==> config.mk <==
export PLATFORM = sky130hd
export DESIGN_NAME = shift_mix_pipe
export DESIGN_NICKNAME = d
export VERILOG_FILES = /design/src/rtl/shift_mix_pkg.sv /design/src/rtl/shift_mix_pipe_stage.sv /design/src/rtl/shift_mix_pipe.sv
export SDC_FILE = /design/constraint.sdc
export NUM_CORES = 1
export LEC_CHECK = 0
export CAP_MARGIN = 0
export CORE_MARGIN = 5
export CORE_UTILIZATION = 50
export CTS_CLUSTER_DIAMETER = 30
export DETAILED_ROUTE_END_ITERATION = 6
export DONT_BUFFER_PORTS = 1
export SYNTH_ARGS = -nofsm -noshare
export SYNTH_HDL_FRONTEND = slang
export SYNTH_HIERARCHICAL = 1
export SYNTH_SLANG_ARGS = --single-unit
==> constraint.sdc <==
create_clock -name clk -period 5.1 [get_ports clk]
set_clock_uncertainty 0.15 [all_clocks]
set_input_delay 0.765 -clock clk [delete_from_list [all_inputs] [get_ports clk]]
set_output_delay 0.765 -clock clk [all_outputs]
set_load 0.02 [all_outputs]
==> src/rtl/shift_mix_pkg.sv <==
// Shared types and constants for the shift-mix pipeline: the mode encoding
// and the width of the accepted-transaction counter.
package shift_mix_pkg;

    typedef enum logic [1:0] {
        SHIFT     = 2'd0,
        SHIFT_XOR = 2'd1,
        ROTL      = 2'd2,
        RELOAD    = 2'd3
    } mode_e;

    localparam int COUNT_W = 16;

endpackage

==> src/rtl/shift_mix_pipe_stage.sv <==
// One stallable register stage carrying valid, data and parity flag.
// While i_hold is high the stage keeps its contents, bubbles included.
module smp_stage #(
    parameter int WIDTH = 8
) (
    input  logic             clk,
    input  logic             rst_n,
    input  logic             i_hold,
    input  logic             i_valid,
    input  logic [WIDTH-1:0] i_data,
    input  logic             i_flag,
    output logic             o_valid,
    output logic [WIDTH-1:0] o_data,
    output logic             o_flag
);

    logic             r_valid;
    logic [WIDTH-1:0] r_data;
    logic             r_flag;

    always_ff @(posedge clk or negedge rst_n) begin
        if (!rst_n) begin
            r_valid <= 1'b0;
            r_data  <= '0;
            r_flag  <= 1'b0;
        end else if (!i_hold) begin
            r_valid <= i_valid;
            r_data  <= i_data;
            r_flag  <= i_flag;
        end
    end

    assign o_valid = r_valid;
    assign o_data  = r_data;
    assign o_flag  = r_flag;

endmodule

==> src/rtl/shift_mix_pipe.sv <==
// Feedback shift-mix unit: each accepted transaction updates the feedback word
// by mode and launches it down a STAGES-deep stallable pipeline with parity.
module shift_mix_pipe
    import shift_mix_pkg::*;
#(
    parameter int          WIDTH  = 8,
    parameter int          STAGES = 2,
    parameter int unsigned SEED   = 77
) (
    input  logic               clk,
    input  logic               rst_n,
    input  logic               in_valid,
    output logic               in_ready,
    input  logic               in_bit,
    input  logic [1:0]         in_mode,
    output logic               out_valid,
    input  logic               out_ready,
    output logic [WIDTH-1:0]   out_data,
    output logic               out_flag,
    output logic [COUNT_W-1:0] out_count
);

    localparam logic [WIDTH-1:0] SEED_W = WIDTH'(SEED);

    logic               w_stall;
    logic               w_accept;
    logic [WIDTH-1:0]   w_fbNext;
    logic [WIDTH-1:0]   r_fb;
    logic [COUNT_W-1:0] r_count;

    logic               w_sv [STAGES+1];
    logic [WIDTH-1:0]   w_sd [STAGES+1];
    logic               w_sf [STAGES+1];

    assign w_stall  = out_valid && !out_ready;
    assign in_ready = !w_stall;
    assign w_accept = in_valid && in_ready;

    always_comb begin
        w_fbNext = r_fb;
        case (mode_e'(in_mode))
            SHIFT:     w_fbNext = {in_bit, r_fb[WIDTH-1:1]};
            SHIFT_XOR: w_fbNext = {in_bit, r_fb[WIDTH-1:1]} ^ SEED_W;
            ROTL:      w_fbNext = {r_fb[WIDTH-2:0], r_fb[WIDTH-1]};
            RELOAD:    w_fbNext = SEED_W;
            default:   w_fbNext = r_fb;
        endcase
    end

    // Accept already implies no stall, so fb and the counter hold during a stall.
    always_ff @(posedge clk or negedge rst_n) begin
        if (!rst_n) begin
            r_fb    <= SEED_W;
            r_count <= '0;
        end else if (w_accept) begin
            r_fb    <= w_fbNext;
            r_count <= r_count + 1'b1;
        end
    end

    assign w_sv[0] = w_accept;
    assign w_sd[0] = w_fbNext;
    assign w_sf[0] = ^w_fbNext;

    for (genvar g = 0; g < STAGES; g++) begin : g_stage
        smp_stage #(.WIDTH(WIDTH)) u_stage (
            .clk     (clk),
            .rst_n   (rst_n),
            .i_hold  (w_stall),
            .i_valid (w_sv[g]),
            .i_data  (w_sd[g]),
            .i_flag  (w_sf[g]),
            .o_valid (w_sv[g+1]),
            .o_data  (w_sd[g+1]),
            .o_flag  (w_sf[g+1])
        );
    end

    assign out_valid = w_sv[STAGES];
    assign out_data  = w_sd[STAGES];
    assign out_flag  = w_sf[STAGES];
    assign out_count = r_count;

endmodule

[Yosys cells after proc, flatten, opt, wreduce, memory -nomap -nowiden]
Index checks and enable logic that the tools add are counted.
Widths: inputs -> output; s select.
Word-level totals
  register bits: 44
  input bits: 7
  output and inout port bits: 27
  word-level logic and storage cells: 20
Operators by class
  add/sub/neg operators: 1
  equal/unequal tests: 3
  mux-type cells: 1
  bitwise gates (word level): 1
  reduce and logical (&&, ||, !) cells: 6
Operators with widths (number)
  $pmux 8 s4: 1
  $add 16x1->16 const B: 1
  $reduce_xor 8->1: 1
  $eq 2x2->1 const B: 2
  $not 4->4: 1
  $eq 2x1->1 const B: 1
  $logic_and 1x1->1: 2
  $logic_not 1->1: 2
  $logic_not 2->1: 1

[Depth between registers and ports, before layout]
Gate-level depths: netlist (run 1).
  word-level depth: 4
  depth in mapped cells: 6
  depth with buffers taken out: 5

[Cells and area by module]
Netlist (run 1), hierarchy kept.
By module, submodules not included
  shift_mix_pipe: times used 1, cells an instance 127, area each 1300.0 um^2, seq. area each 605.6 um^2
  smp_stage: times used 2, cells an instance 21, area each 411.6 um^2, seq. area each 250.2 um^2

[Worst setup path after synthesis (run 1)]
No wires, ideal clock.
  kind: input -> register
  start: in in_mode[0]
  end: reg g_stage[0].u_stage.r_flag
  setup time: 0.125 ns
  arrival time: 2.057 ns
  required time: 4.825 ns
  path slack: 2.768 ns
  stages: 6
  path buffers: 1
  cells stage by stage: buf_2 > nor2b_2 > a21oi_1 > xor2_1 > xnor3_1 > mux2_4
RTL lines
  start: declaration: line shift_mix_pipe.sv:15  | input logic [1:0] in_mode,
  end signal: assignment: line shift_mix_pipe_stage.sv:29  | r_flag <= i_flag;
  end: declaration: line shift_mix_pipe_stage.sv:19  | logic r_flag;

[Final worst setup path (run 1)]
  start: reg g_stage[1].u_stage.r_valid
  end: reg g_stage[0].u_stage.r_data[1]
On the way
  word-level cells in the longest chain between the ends: 1
Ends and longest elaborated chain
  start: declaration: line shift_mix_pipe_stage.sv:17  | logic r_valid;
  start signal: assignment: line shift_mix_pipe_stage.sv:27  | r_valid <= i_valid;
  $logic_and 1x1->1: line shift_mix_pipe.sv:35  | assign w_stall = out_valid && !out_ready;
  named net w_stall: line shift_mix_pipe.sv:25  | logic w_stall;
  end signal: assignment: line shift_mix_pipe_stage.sv:28  | r_data <= i_data;
  end: declaration: line shift_mix_pipe_stage.sv:18  | logic [WIDTH-1:0] r_data;
The timed path passes the listed nets, and every way through them passes these cells.
A chain may end at the register's enable or synchronous reset.

==> results of run 1 <==
-- logic make-up after synthesis --
logic type	Yosys count	synth area share, %
adder cells (fa/ha/maj)	1	0.589
XOR/XNOR	23	10.5
buffers and inverters	14	3.48
multiplexers	28	18.9
AND/OR/NAND/NOR	47	11.3
flip-flops	44	52.1
AO/OA/AOI/OAI	12	3.18
-- final timing paths --
| kind | startpoint | end | slack (ns) | depth (start not counted) |
|---|---|---|---|---|
| max | g_stage[1].u_stage/o_valid$_DFFE_PN0N_ | g_stage[0].u_stage/o_data[1]$_DFFE_PN0N_ | 2.84 | 3 |
| min | rst_n | out_count[0]$_DFFE_PN0P_ | 0.02 | 0 |
| max reg2reg | g_stage[1].u_stage/o_valid$_DFFE_PN0N_ | g_stage[0].u_stage/o_data[1]$_DFFE_PN0N_ | 2.84 | 3 |
| min reg2reg | r_fb[2]$_DFFE_PN1P_ | r_fb[2]$_DFFE_PN1P_ | 0.32 | 2 |
| max in group asynchronous | rst_n | out_count[12]$_DFFE_PN0P_ | 3.18 | 1 |
| min in group clk | r_fb[2]$_DFFE_PN1P_ | r_fb[2]$_DFFE_PN1P_ | 0.32 | 2 |
-- state kept, by name, summed over array words and instances, names as in the netlist --
name and count:
g_stage.u_stage/o_flag 2, g_stage.u_stage/o_data 16, g_stage.u_stage/o_valid 2, r_fb 8
out_count 16
-- cell type report --
type,count,area (µm²)
fill,348,1780
sequential,44,1110
multi-input combinational,111,943
clock buffer,6,72.6
tap,50,62.6
clock inverter,2,35.0
inverter,9,33.8
timing repair buffer,2,20.0
-- report_power, final --
part / switching (mW) / internal, mW
sequential: 0.186 / 0.476
clock: 0.113 / 0.145
combinational: 0.135 / 0.236
total: 0.434 / 0.857
-- layout by cell type (no fill, tap or decap), drive strengths merged --
| cell type | n |
|---|---|
| dfstp | 4 |
| clkbuf | 6 |
| nor2b | 6 |
| nand4 | 3 |
| and4 | 2 |
| bufinv | 1 |
| nand3 | 6 |
| mux2 | 24 |
| xnor3 | 1 |
| o22ai | 2 |
| nor2 | 3 |
| nand2 | 17 |
| inv | 9 |
| nand2b | 2 |
| nor4 | 2 |
| mux2i | 4 |
| xnor2 | 13 |
| and2b | 1 |
| a21oi | 4 |
| o21ai | 4 |
| a211oi | 2 |
| xor2 | 9 |
| dlygate4sd3 | 2 |
| clkinv | 1 |
| dfrtp | 40 |
| ha | 1 |
| nor3 | 5 |
-- metal layers --
metal / routed length, µm / global-route usage, % / vias to the layer above
met3: 246 / 5.34 / 5
met4: 52 / 4.66 / 0
met1: 1710 / 20.0 / 601
li1: - / - / 579
met2: 1650 / 21.6 / 34
met5: 0 / 0 / -
-- worst max-delay path: stages (launching register included) --
cell and delay [ns]:
dfrtp_1 0.50, nand2b_1 0.29, inv_1 0.85, mux2_4 0.35
-- per-stage QoR --
step / instance area [µm²] / total power, mW / hold slack (ns) / util, % / setup slack [ns]
6_report: 2270 / 1.29 / 0.0179 / 56.0 / 2.84
5_1_grt: 2270 / 1.37 / 0.000866 / 56.0 / 2.70
4_1_cts: 2270 / 1.31 / 0.00535 / 56.0 / 2.81
3_5_place_dp: 2150 / 1.04 / 0.311 / 52.9 / 2.54
3_3_place_gp: 2150 / 1.02 / 0.311 / 52.9 / 2.57
2_1_floorplan: 2120 / 0.974 / 0.294 / - / 2.77
==> impl_metrics.py, run 1 <==
metrics = {
    "drt": {
        "ant_nets": 0,
        "wirelength_um": 3650,
        "wire_per_inst_um": 16.3,
        "via_per_inst": 5.44,
        "vias": 1219,
        "first_iter_violations": 86,
        "drcViolationCount": 0,
        "dr.pass1.iters": 4,
    },
    "critical_path": {
        "crit_type": "reg2reg",
        "cp_max_fo": 20,
        "worstPathArrival_ns": 2.29,
        "worstSetupStartpointType": "flip-flop",
        "cp-end-kind": "flip-flop",
        "cp.required_ns": 5.13,
    },
    "synthesis": {
        "synth_top_cell_area_share_pct": 47.1,
        "yosysMostFrequentCell": "dfrtp_1",
        "synth.distinct_cells": 31,
        "syn_area_um2": 2120,
        "synth_seq_cells": 44,
        "synth.area.top_cells": "dfrtp_1 47%, mux2_4 14%, xnor2_1 5.4%",
        "ys_top_cells_by_count": "40 x dfrtp_1, 20 x mux2_4, 17 x nand2_1",
        "synth_nets": 177,
        "synth_edf_count": 0,
        "yosysSeqAreaShare_pct": 52.1,
        "async_flop_share_pct": 100,
        "yosysWarnings": 6,
        "synth_area_leader_cell": "dfrtp_1",
        "synth_ff_type": "dfrtp_1",
        "synth_area_per_cell_um2": 12.6,
        "syn_inst": 169,
    },
    "cts": {
        "cts.repair.resized": 0,
        "root_buffer": "clkbuf_8",
        "path_clk_slew_ns": 0.08,
        "cts_buffers": 5,
        "post_cts_buffers": 0,
        "htree_levels": 2,
        "clkSinkCount": 44,
        "postCtsHoldBufs": 2,
        "cts_buffer_depth": 2,
        "cts_tree": "built",
        "clock_latency_ns": 0.29,
    },
    "global_routing": {
        "antenna_found_initial": 0,
        "grt_pass1_wl_um": 6090,
        "grt_max_degree": 25,
        "track_usage_pct": 14.6,
        "grt_pass1_vias": 1204,
        "grt_remaining_overflow": 0,
    },
    "sta": {
        "rsz0062_at_grt": "false",
        "setup_violations": 0,
        "slew_violations": 0,
        "relSlewSlack_pct": 27.6,
        "fmax_mhz": 442,
        "post-route-min-period_ns": 2.26,
        "hold_viol": 0,
        "period_share_pct": 44.4,
        "tns_ns": 0,
        "worstMarginPinSlew_ns": 1.08,
    },
    "placed_design": {
        "gp_congestion": 0.814,
        "hpwlAfterDp_um": 2580,
        "place.port_buffers": 0,
        "dp_cells": 214,
    },
    "floorplan": {
        "core_um2": 4060,
        "die-area_um2": 5650,
        "rows": 23,
        "die_y_um": 75.2,
        "initial_core_util_pct": 52.3,
        "io_pins": 34,
        "die_w_um": 75.2,
    },
    "finish": {
        "final_cells": 224,
        "final_nets": 181,
        "num_antenna_cells": 0,
        "drive_above_1_share_pct": 22.4,
        "area_delta_synth_final_pct": 7.07,
    },
    "run_status": {
        "run_status": "finished clean",
    },
    "power_and_ir_drop": {
        "p_per_area_nw_per_um2": 568,
        "p_leak_nw": 1.05,
        "ir_worst_vdd_uv": 253,
    },
    "flow_run": {
        "cap_violations": 0,
    },
    "hold_path": {
        "hold_path_class": "in2async",
    },
}
Note: power is estimated with default switching activity, not from simulation.
==> run 2, diff against run 1 <==
==> constraint.sdc (replaced) <==
create_clock -name clk -period 2.2 [get_ports clk]
set_clock_uncertainty 0.15 [all_clocks]
set_input_delay 0.33 -clock clk [delete_from_list [all_inputs] [get_ports clk]]
set_output_delay 0.33 -clock clk [all_outputs]
set_load 0.02 [all_outputs]
==> run 2 against run 1 <==
Against the previous run: final area increased by 1.2%; sequential share of layout area decreased by 0.56 points; hold slack improved by 0.057 ns; non-clock buffer count increased by 4; register-to-register slack got worse by 2.5 ns; sequential power increased by 130%; final cell count increased by 1.8%; utilization increased by 0.65 points; critical endpoint is now g_stage[0].u_stage/o_flag$_DFFE_PN0N_; largest power group unchanged; highest routed layer unchanged.
==> impl_metrics.py, run 2 (same netlist as run 1, synthesis figures left out) <==
metrics = {
    "critical_path": {
        "rr_worst_depth": 5,
        "crit_slowest_cell": "dfstp_2",
        "r2r_slack_ns": 0.31,
        "r2r_start": "r_fb[2]$_DFFE_PN1P_",
        "path_cells": "nor2b_1, a21oi_1, xor2_1, xnor3_1, mux2_4",
        "cp_max_fo": 3,
        "cp-end-kind": "flip-flop",
        "reg2reg_to": "g_stage[0].u_stage/o_flag$_DFFE_PN0N_",
        "worstPathArrival_ns": 1.92,
        "slowest_delay_ns": 0.54,
        "worstSetupStartpointType": "flip-flop",
        "crit_type": "reg2reg",
        "cp.required_ns": 2.22,
    },
    "placed_design": {
        "placed_area_um2": 2190,
        "dp_slack_ns": 0.300,
        "dp_cells": 218,
        "hpwlAfterDp_um": 2600,
        "gp_congestion": 0.847,
        "place.port_buffers": 0,
    },
    "cts": {
        "path_clk_slew_ns": 0.07,
        "clkSinkCount": 44,
        "cts_buffer_depth": 2,
        "root_buffer": "clkbuf_8",
        "clock_latency_ns": 0.29,
        "htree_levels": 2,
        "cts.repair.resized": 0,
        "cts_buffers": 5,
        "cts_tree": "built",
        "post_cts_buffers": 0,
        "postCtsHoldBufs": 2,
    },
    "power_and_ir_drop": {
        "p_per_area_nw_per_um2": 1260,
        "ir_worst_vdd_uv": 627,
        "finalPower_mw": 2.91,
        "p_leak_nw": 1.07,
    },
    "global_routing": {
        "grt_pass1_wl_um": 6050,
        "track_usage_pct": 14.2,
        "grt_pass1_vias": 1203,
        "grt_remaining_overflow": 0,
        "antenna_found_initial": 0,
        "grt_max_degree": 45,
    },
    "drt": {
        "wire_per_inst_um": 15.7,
        "vias": 1224,
        "first_iter_violations": 98,
        "ant_nets": 0,
        "via_per_inst": 5.37,
        "dr.pass1.iters": 4,
        "wirelength_um": 3590,
        "drcViolationCount": 0,
    },
    "sta": {
        "rsz0062_at_grt": "false",
        "worstMarginPinSlew_ns": 0.367,
        "slew_violations": 0,
        "tns_ns": 0,
        "period_share_pct": 86.1,
        "fmax_mhz": 528,
        "relSlewSlack_pct": 75.5,
        "fin_ws_ns": 0.306,
        "hold_viol": 0,
        "post-route-min-period_ns": 1.89,
        "setup_violations": 0,
    },
    "finish": {
        "final_cells": 228,
        "area_delta_synth_final_pct": 8.31,
        "mostFrequentLayoutCells": "40 x dfrtp_1, 20 x mux2_4, 17 x nand2_1, 13 x xnor2_1, 9 x inv_1",
        "layout_commonest_cell": "dfrtp_1",
        "num_antenna_cells": 0,
        "drive_above_1_share_pct": 24.2,
        "final_nets": 185,
        "design_area_um2": 2300,
    },
    "floorplan": {
        "io_pins": 34,
        "rows": 23,
        "die-area_um2": 5650,
        "core_um2": 4060,
        "die_w_um": 75.2,
        "die_y_um": 75.2,
        "initial_core_util_pct": 52.3,
    },
    "run_status": {
        "run_status": "finished clean",
    },
    "hold_path": {
        "hold_path_class": "in2reg",
        "whs_path_depth": 3,
        "hold_path_end": "r_fb[3]$_DFFE_PN1P_",
        "min_from": "in_mode[0]",
    },
    "flow_run": {
        "cap_violations": 0,
    },
}
## run 2: changes by cell type in the layout (fill, tap and decap cells not counted)
| cell | previous run | this run |
|---|---|---|
| clkbuf_1 | 1 | 2 |
| buf_12 | 0 | 2 |
| bufinv_16 | 1 | 0 |
| dlygate4sd3_1 | 2 | 1 |
| buf_4 | 0 | 3 |
## run 2: worst max-delay path by stage
| stage | from | slack, ns | end |
|---|---|---|---|
| 2_1_floorplan | in_mode[0] | 0.30 | g_stage[0].u_stage/o_flag$_DFFE_PN0N_ |
| 3_3_place_gp | r_fb[2]$_DFFE_PN1P_ | 0.33 | g_stage[0].u_stage/o_flag$_DFFE_PN0N_ |
| 3_5_place_dp | r_fb[2]$_DFFE_PN1P_ | 0.30 | g_stage[0].u_stage/o_flag$_DFFE_PN0N_ |
| 4_1_cts | r_fb[2]$_DFFE_PN1P_ | 0.30 | g_stage[0].u_stage/o_flag$_DFFE_PN0N_ |
| 5_1_grt | r_fb[6]$_DFFE_PN1P_ | 0.20 | g_stage[0].u_stage/o_flag$_DFFE_PN0N_ |
| 6_report | r_fb[2]$_DFFE_PN1P_ | 0.31 | g_stage[0].u_stage/o_flag$_DFFE_PN0N_ |
## run 2: cell type report
type | instances | area, µm²
Clock inverter | 1 | 5.00
Sequential cell | 44 | 1110
Tap cell | 50 | 62.6
Timing Repair Buffer | 6 | 72.6
Clock buffer | 7 | 76.3
Fill cell | 334 | 1760
Inverter | 9 | 33.8
Multi-Input combinational cell | 111 | 943
## run 2: metrics by stage
stage          hold slack (ns)  utilization [%]
3_3_place_gp            -0.114             53.9
3_5_place_dp            -0.114             53.9
4_1_cts                 0.0698             56.7
5_1_grt                 0.0696             56.7
6_report                0.0746             56.7
2_1_floorplan           -0.116                -
## run 2: power by group
group / switching, mW / internal [mW] / leakage [nW]
clock network: 0.254 / 0.223 / 0.0422
registers: 0.437 / 1.10 / 0.528
logic: 0.319 / 0.572 / 0.498
## run 2: metal layers
| layer | track usage [%] | share of wire, % | up-vias |
|---|---|---|---|
| met3 | 4.81 | 5.4 | 5 |
| met1 | 19.9 | 46 | 603 |
| li1 | - | - | 587 |
| met2 | 20.5 | 47 | 29 |
| met5 | 0 | 0 | - |
| met4 | 5.24 | 1.2 | 0 |
## run 2: worst max-delay path, delay by kind of cell (launching register included)
kind	cells	cell delay (ns)
AOI/OAI and AO/OA	1	0.10
xor gates and xnor gates	2	0.58
DFF	1	0.54
muxes	1	0.27
and+or+nand+nor	1	0.15
==> run 3, diff against run 2 <==
--- a/config.mk
+++ b/config.mk
@@ -11,6 +11,7 @@
 export CTS_CLUSTER_DIAMETER = 30
 export DETAILED_ROUTE_END_ITERATION = 6
 export DONT_BUFFER_PORTS = 1
+export SLEW_MARGIN = 0
 export SYNTH_ARGS = -nofsm -noshare
 export SYNTH_HDL_FRONTEND = slang
 export SYNTH_HIERARCHICAL = 1
==> results of run 3 <==
The final DEF is identical to that of run 2; final timing and power are the same.
